--- config.mk ---
export PLATFORM = sky130hd
export DESIGN_NAME = mmio_ctrl
export DESIGN_NICKNAME = d
export VERILOG_FILES = /design/src/rtl/mmio_pkg.sv /design/src/rtl/mmio_out_fifo.sv /design/src/rtl/mmio_ctrl.sv
export SDC_FILE = /design/constraint.sdc
export NUM_CORES = 1
export LEC_CHECK = 0
export BUFFER_PORTS_ARGS = -buffer_cell sky130_fd_sc_hd__buf_2
export CORE_AREA = 2 2 179 93
export CTS_CLUSTER_DIAMETER = 50
export DETAILED_ROUTE_END_ITERATION = 10
export DIE_AREA = 0 0 181 95
export PLACE_DENSITY = 0.79
export SETUP_SLACK_MARGIN = 0.4
export SLEW_MARGIN = 20
export SYNTH_ARGS = -nofsm -noshare
export SYNTH_HDL_FRONTEND = slang
export SYNTH_SLANG_ARGS = --single-unit
--- constraint.sdc ---
create_clock -name clock -period 2.8 [get_ports clock]
set_input_delay 0.42 -clock clock [delete_from_list [all_inputs] [get_ports clock]]
set_output_delay 0.42 -clock clock [all_outputs]
set_load 0.05 [all_outputs]
--- src/rtl/mmio_pkg.sv ---
// Shared address map, button indices and access-select type for the MMIO bridge.
package mmio_pkg;

  localparam logic [31:0] ADDR_OUT     = 32'd2000;
  localparam logic [31:0] ADDR_BTNL    = 32'd3000;
  localparam logic [31:0] ADDR_BTNR    = 32'd4000;
  localparam logic [31:0] ADDR_BTNU    = 32'd5000;
  localparam logic [31:0] ADDR_BTND    = 32'd6000;
  localparam logic [31:0] ADDR_VGASTAT = 32'd7000;
  localparam logic [31:0] ADDR_QSTAT   = 32'd7001;

  localparam int BTN_L = 0;
  localparam int BTN_R = 1;
  localparam int BTN_U = 2;
  localparam int BTN_D = 3;

  typedef enum logic [2:0] {
    SEL_RAM,
    SEL_OUT,
    SEL_BTNL,
    SEL_BTNR,
    SEL_BTNU,
    SEL_BTND,
    SEL_VGASTAT,
    SEL_QSTAT
  } sel_e;

  // Full 32-bit compare, so RAM aliases of the MMIO addresses stay RAM.
  function automatic sel_e decode_addr(input logic [31:0] addr);
    sel_e sel;
    case (addr)
      ADDR_OUT:     sel = SEL_OUT;
      ADDR_BTNL:    sel = SEL_BTNL;
      ADDR_BTNR:    sel = SEL_BTNR;
      ADDR_BTNU:    sel = SEL_BTNU;
      ADDR_BTND:    sel = SEL_BTND;
      ADDR_VGASTAT: sel = SEL_VGASTAT;
      ADDR_QSTAT:   sel = SEL_QSTAT;
      default:      sel = SEL_RAM;
    endcase
    return sel;
  endfunction

endpackage

--- src/rtl/mmio_out_fifo.sv ---
// Output word queue feeding the VGA stream; caller guarantees push/pop legality.
module mmio_out_fifo #(
  parameter int DEPTH = 4
) (
  input  logic                     clock,
  input  logic                     reset,
  input  logic                     push,
  input  logic [31:0]              push_data,
  input  logic                     pop,
  output logic                     full,
  output logic                     empty,
  output logic [$clog2(DEPTH):0]   count,
  output logic [31:0]              head
);

  localparam int AW = $clog2(DEPTH);
  localparam logic [AW:0] FULL_CNT = (AW+1)'(DEPTH);

  logic [31:0]   r_mem [DEPTH];
  logic [AW-1:0] r_wr_ptr;
  logic [AW-1:0] r_rd_ptr;
  logic [AW:0]   r_count;

  assign full  = (r_count == FULL_CNT);
  assign empty = (r_count == '0);
  assign count = r_count;
  assign head  = empty ? 32'h0 : r_mem[r_rd_ptr];

  // Power-of-two depth: pointers wrap naturally.
  always_ff @(posedge clock or negedge reset) begin
    if (!reset) begin
      r_wr_ptr <= '0;
      r_rd_ptr <= '0;
      r_count  <= '0;
    end else begin
      if (push) r_wr_ptr <= r_wr_ptr + 1'b1;
      if (pop)  r_rd_ptr <= r_rd_ptr + 1'b1;
      case ({push, pop})
        2'b10:   r_count <= r_count + 1'b1;
        2'b01:   r_count <= r_count - 1'b1;
        default: r_count <= r_count;
      endcase
    end
  end

  always_ff @(posedge clock) begin
    if (push) r_mem[r_wr_ptr] <= push_data;
  end

endmodule

--- src/rtl/mmio_ctrl.sv ---
// Processor data-memory bridge: RAM pass-through plus buttons, VGA status and output queue.
// Define MMIO_BTN_LATCH_EN to make button reads return sticky rising-edge bits.
module mmio_ctrl
  import mmio_pkg::*;
#(
  parameter int OUT_DEPTH = 4,
  parameter int RAM_AW    = 12
) (
  input  logic              clock,
  input  logic              reset,
  input  logic              wren,
  input  logic [31:0]       address_dmem,
  input  logic [31:0]       data,
  output logic [31:0]       q_dmem,
  output logic              ram_wEn,
  output logic [RAM_AW-1:0] ram_addr,
  output logic [31:0]       ram_dataIn,
  input  logic [31:0]       ram_dataOut,
  input  logic [3:0]        btn,
  output logic [31:0]       vga_data,
  output logic              vga_valid,
  input  logic              vga_ready,
  input  logic [31:0]       vga_status
);

  localparam int CW = $clog2(OUT_DEPTH) + 1;

  sel_e        w_sel;
  logic        w_rd;
  logic        w_push_req;
  logic        w_push;
  logic        w_pop;
  logic        w_full;
  logic        w_empty;
  logic [CW-1:0] w_count;
  logic [4:0]  w_count5;
  logic [31:0] w_head;
  logic        w_ovf_set;
  logic        w_qstat_rd;
  logic [3:0]  w_btn_val;
  logic [31:0] w_rd_val;

  logic [3:0]  r_btn_meta;
  logic [3:0]  r_btn_sync;
  logic        r_ovf;
  sel_e        r_sel;
  logic [31:0] r_rd_data;

  assign w_sel      = decode_addr(address_dmem);
  assign w_rd       = ~wren;
  assign ram_wEn    = wren && (w_sel == SEL_RAM);
  assign ram_addr   = address_dmem[RAM_AW-1:0];
  assign ram_dataIn = data;

  always_ff @(posedge clock or negedge reset) begin
    if (!reset) begin
      r_btn_meta <= '0;
      r_btn_sync <= '0;
    end else begin
      r_btn_meta <= btn;
      r_btn_sync <= r_btn_meta;
    end
  end

`ifdef MMIO_BTN_LATCH_EN
  logic [3:0] r_btn_prev;
  logic [3:0] r_btn_sticky;
  logic [3:0] w_btn_rise;
  logic [3:0] w_btn_clr;

  assign w_btn_rise = r_btn_sync & ~r_btn_prev;
  assign w_btn_clr  = {w_rd && (w_sel == SEL_BTND), w_rd && (w_sel == SEL_BTNU),
                       w_rd && (w_sel == SEL_BTNR), w_rd && (w_sel == SEL_BTNL)};

  // A new edge wins over a clearing read so no press is lost.
  always_ff @(posedge clock or negedge reset) begin
    if (!reset) begin
      r_btn_prev   <= '0;
      r_btn_sticky <= '0;
    end else begin
      r_btn_prev   <= r_btn_sync;
      r_btn_sticky <= (r_btn_sticky & ~w_btn_clr) | w_btn_rise;
    end
  end

  assign w_btn_val = r_btn_sticky;
`else
  assign w_btn_val = r_btn_sync;
`endif

  assign w_push_req = wren && (w_sel == SEL_OUT);
  assign w_pop      = ~w_empty & vga_ready;
  assign w_push     = w_push_req & (~w_full | w_pop);
  assign w_ovf_set  = w_push_req & w_full & ~w_pop;
  assign w_qstat_rd = w_rd && (w_sel == SEL_QSTAT);

  mmio_out_fifo #(.DEPTH(OUT_DEPTH)) u_out_fifo (
    .clock     (clock),
    .reset     (reset),
    .push      (w_push),
    .push_data (data),
    .pop       (w_pop),
    .full      (w_full),
    .empty     (w_empty),
    .count     (w_count),
    .head      (w_head)
  );

  assign w_count5  = 5'(w_count);
  assign vga_valid = ~w_empty;
  assign vga_data  = w_head;

  // Setting has priority so an overflow coincident with a status read survives it.
  always_ff @(posedge clock or negedge reset) begin
    if (!reset) r_ovf <= 1'b0;
    else        r_ovf <= w_ovf_set | (r_ovf & ~w_qstat_rd);
  end

  always_comb begin
    w_rd_val = 32'h0;
    case (w_sel)
      SEL_BTNL:    w_rd_val = {31'b0, w_btn_val[BTN_L]};
      SEL_BTNR:    w_rd_val = {31'b0, w_btn_val[BTN_R]};
      SEL_BTNU:    w_rd_val = {31'b0, w_btn_val[BTN_U]};
      SEL_BTND:    w_rd_val = {31'b0, w_btn_val[BTN_D]};
      SEL_VGASTAT: w_rd_val = vga_status;
      SEL_QSTAT:   w_rd_val = {r_ovf, 26'b0, w_count5};
      default:     w_rd_val = 32'h0;
    endcase
  end

  always_ff @(posedge clock or negedge reset) begin
    if (!reset) begin
      r_sel     <= SEL_RAM;
      r_rd_data <= 32'h0;
    end else begin
      r_sel     <= w_sel;
      r_rd_data <= w_rd_val;
    end
  end

  assign q_dmem = (r_sel == SEL_RAM) ? ram_dataOut : r_rd_data;

endmodule

[Yosys cells after proc, flatten, opt, wreduce, memory -nomap -nowiden]
Memories as Yosys holds them, arrays and structs flattened.
Cells that the tools add are included.
Storage, ports and cells
  bits in registers: 51
  RAM bits: 128
  input bits: 136
  output and inout port bits: 110
  word-level logic and storage cells: 56
  memories: 1
Memory list
  u_out_fifo.r_mem: words 4, bits a word 32, rd ports 1, clocked after memory_dff 0, write ports 1, line mmio_out_fifo.sv:19  | logic [31:0] r_mem [DEPTH];
Operators by class
  add/sub/neg operators: 4
  equality and inequality tests: 17
  multiplexer cells: 7
  bitwise logic cells: 12
  reductions and logical operators: 7
Operator list (count)
  $pmux W32 S6: 1
  $eq A32 B13 Y1 const B: 4
  $eq A32 B12 Y1 const B: 2
  $mux W32: 2
  $eq A32 B11 Y1 const B: 1
  $pmux W3 S7: 1
  $eq A3 B3 Y1 const B: 5
  $logic_not A3 Y1: 3
  $eq A3 B2 Y1 const B: 2
  $pmux W3 S2: 1
  $and A1 B1 Y1: 5
  $not A1 Y1: 5
  $add A2 B1 Y2 const B: 2
  $add A3 B1 Y3 const B: 1
  $eq A3 B1 Y1 const B: 1
  $logic_and A1 B1 Y1: 3
  $sub A3 B1 Y3 const B: 1
  $eq A2 B1 Y1 const B: 1
  $eq A2 B2 Y1 const B: 1
  $mux W1: 2
  $or A1 B1 Y1: 2
  $reduce_bool A2 Y1: 1

[Depth between registers and ports, before layout]
  word-level depth: 7
  gate-level depth with buffers: 11

[Hierarchy]
Synthesis repeated with hierarchy kept, for this count alone.
Second synthesis, totals
  cell total of the unflattened synthesis: 465
  area, all modules: 7729.9 µm²
By module, submodules not included
  mmio_out_fifo: times used 1, cells each 240, area an instance 5238.8 µm², seq. area each 4018.9 µm²
  mmio_ctrl: times used 1, cells each 225, area an instance 2491.1 µm², seq. area each 1101.1 µm²

[Worst setup path before layout]
OpenSTA, ideal clock, no wires.
  kind: input to register
  start: input address_dmem[26]
  end: memory u_out_fifo.r_mem[0][0] (enable)
  arrival: 2.469 ns
  path slack: -0.061 ns
  stages: 6
  path buffers: 2
  cells stage by stage: nor4_1 nand4_1 and4b_1 buf_2 buf_4 and3_1
Between the ends
  cells in the longest elaborated chain, start to end: 7
  elaborated cells between the ends (all ways): 13
  classes of those cells: eq/ne (8); mux (3); bitwise (1); reduce/logical (1)
Ends and longest elaborated chain
  start, declared: line mmio_ctrl.sv:12  | input logic [31:0] address_dmem,
  $eq A32 B13 Y1 (tied with other cells): line mmio_pkg.sv:31  | case (addr)
  $pmux W3 S7 *: line mmio_pkg.sv:31
  $eq A3 B1 Y1 *: line mmio_ctrl.sv:91  | assign w_push_req = wren && (w_sel == SEL_OUT);
  $logic_and A1 B1 Y1 *: line mmio_ctrl.sv:91
  $and A1 B1 Y1 *: line mmio_ctrl.sv:93  | assign w_push = w_push_req & (~w_full | w_pop);
  $mux W1 *: line mmio_out_fifo.sv:47  | if (push) r_mem[r_wr_ptr] <= push_data;
  $mux W1 (implied by the code) *: line mmio_out_fifo.sv:47
  end, declared: line mmio_out_fifo.sv:19
Mark *: on every way between the ends. The rest lies on a longest branch, timed or not.

[Worst setup path in the final report]
  start: register u_out_fifo.r_rd_ptr[0]
  end: output vga_data[23]
Between the ends
  cells in the longest elaborated chain, start to end: 2
Ends and longest elaborated chain
  start, declared: line mmio_out_fifo.sv:21  | logic [AW-1:0] r_rd_ptr;
  start signal, assigned: line mmio_out_fifo.sv:37  | if (pop) r_rd_ptr <= r_rd_ptr + 1'b1;
  $mem_v2 Z4 W32
  $mux W32: line mmio_out_fifo.sv:27  | assign head = empty ? 32'h0 : r_mem[r_rd_ptr];
  end, declared: line mmio_ctrl.sv:20  | output logic [31:0] vga_data,
No other way between the ends.

==> flow_metrics.py <==
metrics = {
    "run_status": {
        "status": "finished clean",
    },
    "logic_synthesis": {
        "yosysMostFrequentCell": "edfxtp_1",
        "syn_area_per_cell_um2": 16.3,
        "syn_nets": 625,
        "synth_async_sr_flop_share_pct": 28.5,
        "ys_ff_latch": 179,
        "synth_top_cell_area_share_pct": 48.8,
        "synth_common_cells": "edfxtp_1, and2_1, dfrtp_1, buf_4",
        "yosys.cell_types.count": 52,
        "syn-cell-area_um2": 7870,
        "synthCells": 484,
        "yosys.area.top_type": "edfxtp_1",
        "synth_seq_area_share_pct": 65.1,
        "yosys_warnings": 0,
        "synth_flop_cell": "edfxtp_1",
        "synth-edff-count": 128,
        "synth.area.top_cells": "edfxtp_1, dfrtp_1, mux4_2, and2_1, mux2_2",
    },
    "placed_design": {
        "place_hpwl_um": 11800,
        "port_buffers": 245,
        "gp_congestion": 0.885,
    },
    "sta": {
        "max_freq_ghz": 0.408,
        "rsz0062_at_grt": "true",
        "whs_ns": 0.103,
        "slew_headroom_pct": 60.2,
        "hold_violations": 0,
        "skew_ns": 0.00920,
        "finalSetupViolations": 0,
        "fin_setup_tns_ns": 0,
        "tightest_slew_ns": 0.595,
        "period_share_pct": 87.5,
        "min_period_ns": 2.45,
        "report.final.slew_viol_count": 0,
    },
    "floorplan": {
        "die_h_um": 95,
        "core_area_um2": 15900,
        "die_w_um": 181,
        "io_pins": 246,
        "rows": 33,
        "dieArea_um2": 17200,
        "start_util_pct": 49.6,
    },
    "global_route": {
        "grt_max_degree": 35,
        "antenna_found_initial": 0,
        "overflow": 0,
        "grt_usage_pct": 20.9,
        "first_global_vias": 4917,
        "grt_first_pass_wirelength_um": 26800,
    },
    "routing": {
        "dr.pass1.iters": 5,
        "drt_wl_total_um": 17600,
        "antenna_left": 0,
        "drtIter0Drc": 268,
        "drcViolationCount": 0,
        "viasPerCell": 5.29,
        "wl_per_cell_um": 19.0,
        "vias": 4923,
    },
    "layout": {
        "diodes": 0,
        "fillCellCount": 1166,
        "seq_area_um2": 5130,
        "nNetsFinal": 849,
        "drive_gt1_share_pct": 58.1,
        "multi_input_area_um2": 2410,
        "area_growth_pct": 29.7,
    },
    "pwr": {
        "pwr-share-clk_pct": 24.6,
        "power.leakage_nw": 4.23,
        "p_comb_share_pct": 42.6,
        "ir_drop_uv": 884,
        "p_switching_mw": 3.32,
        "p_per_area_nw_per_um2": 898,
        "p_sw_share_pct": 36.2,
        "p_int_mw": 5.85,
        "seqPwrFrac_pct": 32.8,
    },
    "setup_path": {
        "endpoint_kind": "primary output",
        "crit_top_cell": "buf_12",
        "critPathMaxFanout": 6,
        "critPathArrivalTime_ns": 2.03,
        "r2r-start": "u_out_fifo.count[2]",
        "crit_type": "reg -> out",
        "path_buf_inv": 3,
        "critPathMaxStageDelay_ns": 0.51,
        "required_ns": 2.38,
        "cp_slowest_cell": "mux4_2",
        "cp_top_family": "multiplexers",
        "worstSetupStartpoint": "u_out_fifo.r_rd_ptr[0]",
        "start_kind": "flip-flop",
        "path_cells": "buf_12, buf_12, mux4_2, and2_4, buf_6",
    },
    "worst_hold_path": {
        "hold_class": "in -> reg",
        "hp-start": "btn[0]",
    },
    "clocking": {
        "cts_tree": "yes",
        "insertion_delay_ns": 0.41,
        "clkSinkCount": 179,
        "clk_path_buf_depth": 2,
        "clk_pin_slew_worst_paths_ns": 0.08,
        "htreeDepth": 4,
        "cts_root_buf": "clkbuf_16",
        "cts_buffers": 17,
    },
    "run": {
        "cap_violations": 0,
    },
}
==> per-stage QoR <==
step                power (mW)  setup slack (ns)  utilization [%]  cell area, um2  std cells
floorplan                 5.35             0.306                -            7920        484
global placement          5.99             0.209             57.6            9130        885
detailed placement        6.03             0.223             57.6            9130        885
CTS                       9.09             0.331             63.8           10100        930
global route              9.51             0.292             64.4           10200        931
finish                    9.17             0.349             64.4           10200        931
==> routing by layer <==
metal / track usage [%] / share of wire (%)
met1: 30.6 / 47
met2: 32.2 / 46
met3: 4.13 / 5.7
met5: 0 / 0
met4: 5.62 / 1.1
==> power by group through the flow <==
stage / combinational, mW / sequential, mW / clock (mW)
floorplan: 2.39 / 2.96 / 0
global route: 4.09 / 3.02 / 2.41
CTS: 3.79 / 3.00 / 2.29
global placement: 2.87 / 3.12 / 0
finish: 3.90 / 3.01 / 2.25
detailed placement: 2.90 / 3.13 / 0
==> sequential cells by signal (all words and copies together), names as in the netlist <==
register             cells
r_sel                    3
u_out_fifo.r_rd_ptr      2
r_btn_meta               4
r_rd_data               32
r_btn_sync               4
u_out_fifo.r_wr_ptr      2
u_out_fifo.r_mem       128
r_ovf                    1
u_out_fifo.count         3
==> final cells by class <==
cell class	count	share of cell area (%)
Inverter	6	0.221
Timing Repair Buffer	272	17.8
Clock buffer	17	4.17
Tap cell	210	2.57
Multi-Input combinational cell	232	23.6
Clock inverter	15	1.40
Sequential cell	179	50.2
==> cell families after synthesis <==
family	count (synthesis)	share of synthesized area, %
adders and majority gates	5	0.890
muxes	69	14.4
buffers and inverters	73	5.98
and+or+nand+nor	127	10.5
DFF	179	65.1
AOI/OAI and AO/OA	28	2.83
xor gates and xnor gates	3	0.334
==> repair_timing <==
item / in CTS / in global routing
pin swaps: 2 / 2
setup buffers: 10 / 1
hold endpoints to repair: 21 / 0
gates resized for setup: 89 / 23
setup endpoints to repair: 65 / 52
gates cloned: 2 / 0
hold buffers: 1 / 0
==> final timing paths <==
kind | endpoint | slack [ns] | cells after the start
max reg2reg | u_out_fifo.count[2] | 0.74 | 8
min in group asynchronous | r_rd_data[1] | 0.52 | 2
max | vga_data[23] | 0.35 | 5
min reg2reg | r_btn_sync[2] | 0.36 | 0
max in group asynchronous | r_rd_data[18] | 1.50 | 3
min | r_btn_meta[0] | 0.10 | 1
==> placed cells by master (no fill, tap or decap), types with 2 or more instances in the layout <==
master,Yosys,layout
buf_2,4,212
edfxtp_1,128,128
dfrtp_1,51,48
buf_6,3,35
and2_1,61,33
mux4_2,32,32
mux2_2,32,32
and2_4,0,28
clkbuf_16,0,17
buf_4,45,11
nor2_1,11,10
buf_12,0,9
inv_1,6,7
nand2_1,7,7
nor3_1,7,5
nor4_1,6,5
mux2i_1,5,5
clkinv_4,0,5
inv_8,0,5
a21oi_1,4,4
and3_2,0,4
o21ai_0,4,4
ha_1,4,4
nand2b_1,4,3
nand3_1,4,3
o21ai_1,3,3
o21a_1,3,3
a31oi_1,3,3
xnor2_1,3,3
or3_1,2,2
nand4b_1,2,2
or4_4,2,2
nor3b_1,2,2
nor2_4,2,2
or4bb_1,2,2
nor3_2,0,2
inv_6,0,2
buf_16,0,2
buf_8,0,2
dfrtp_4,0,2
Power figures use the tool's default switching activity.
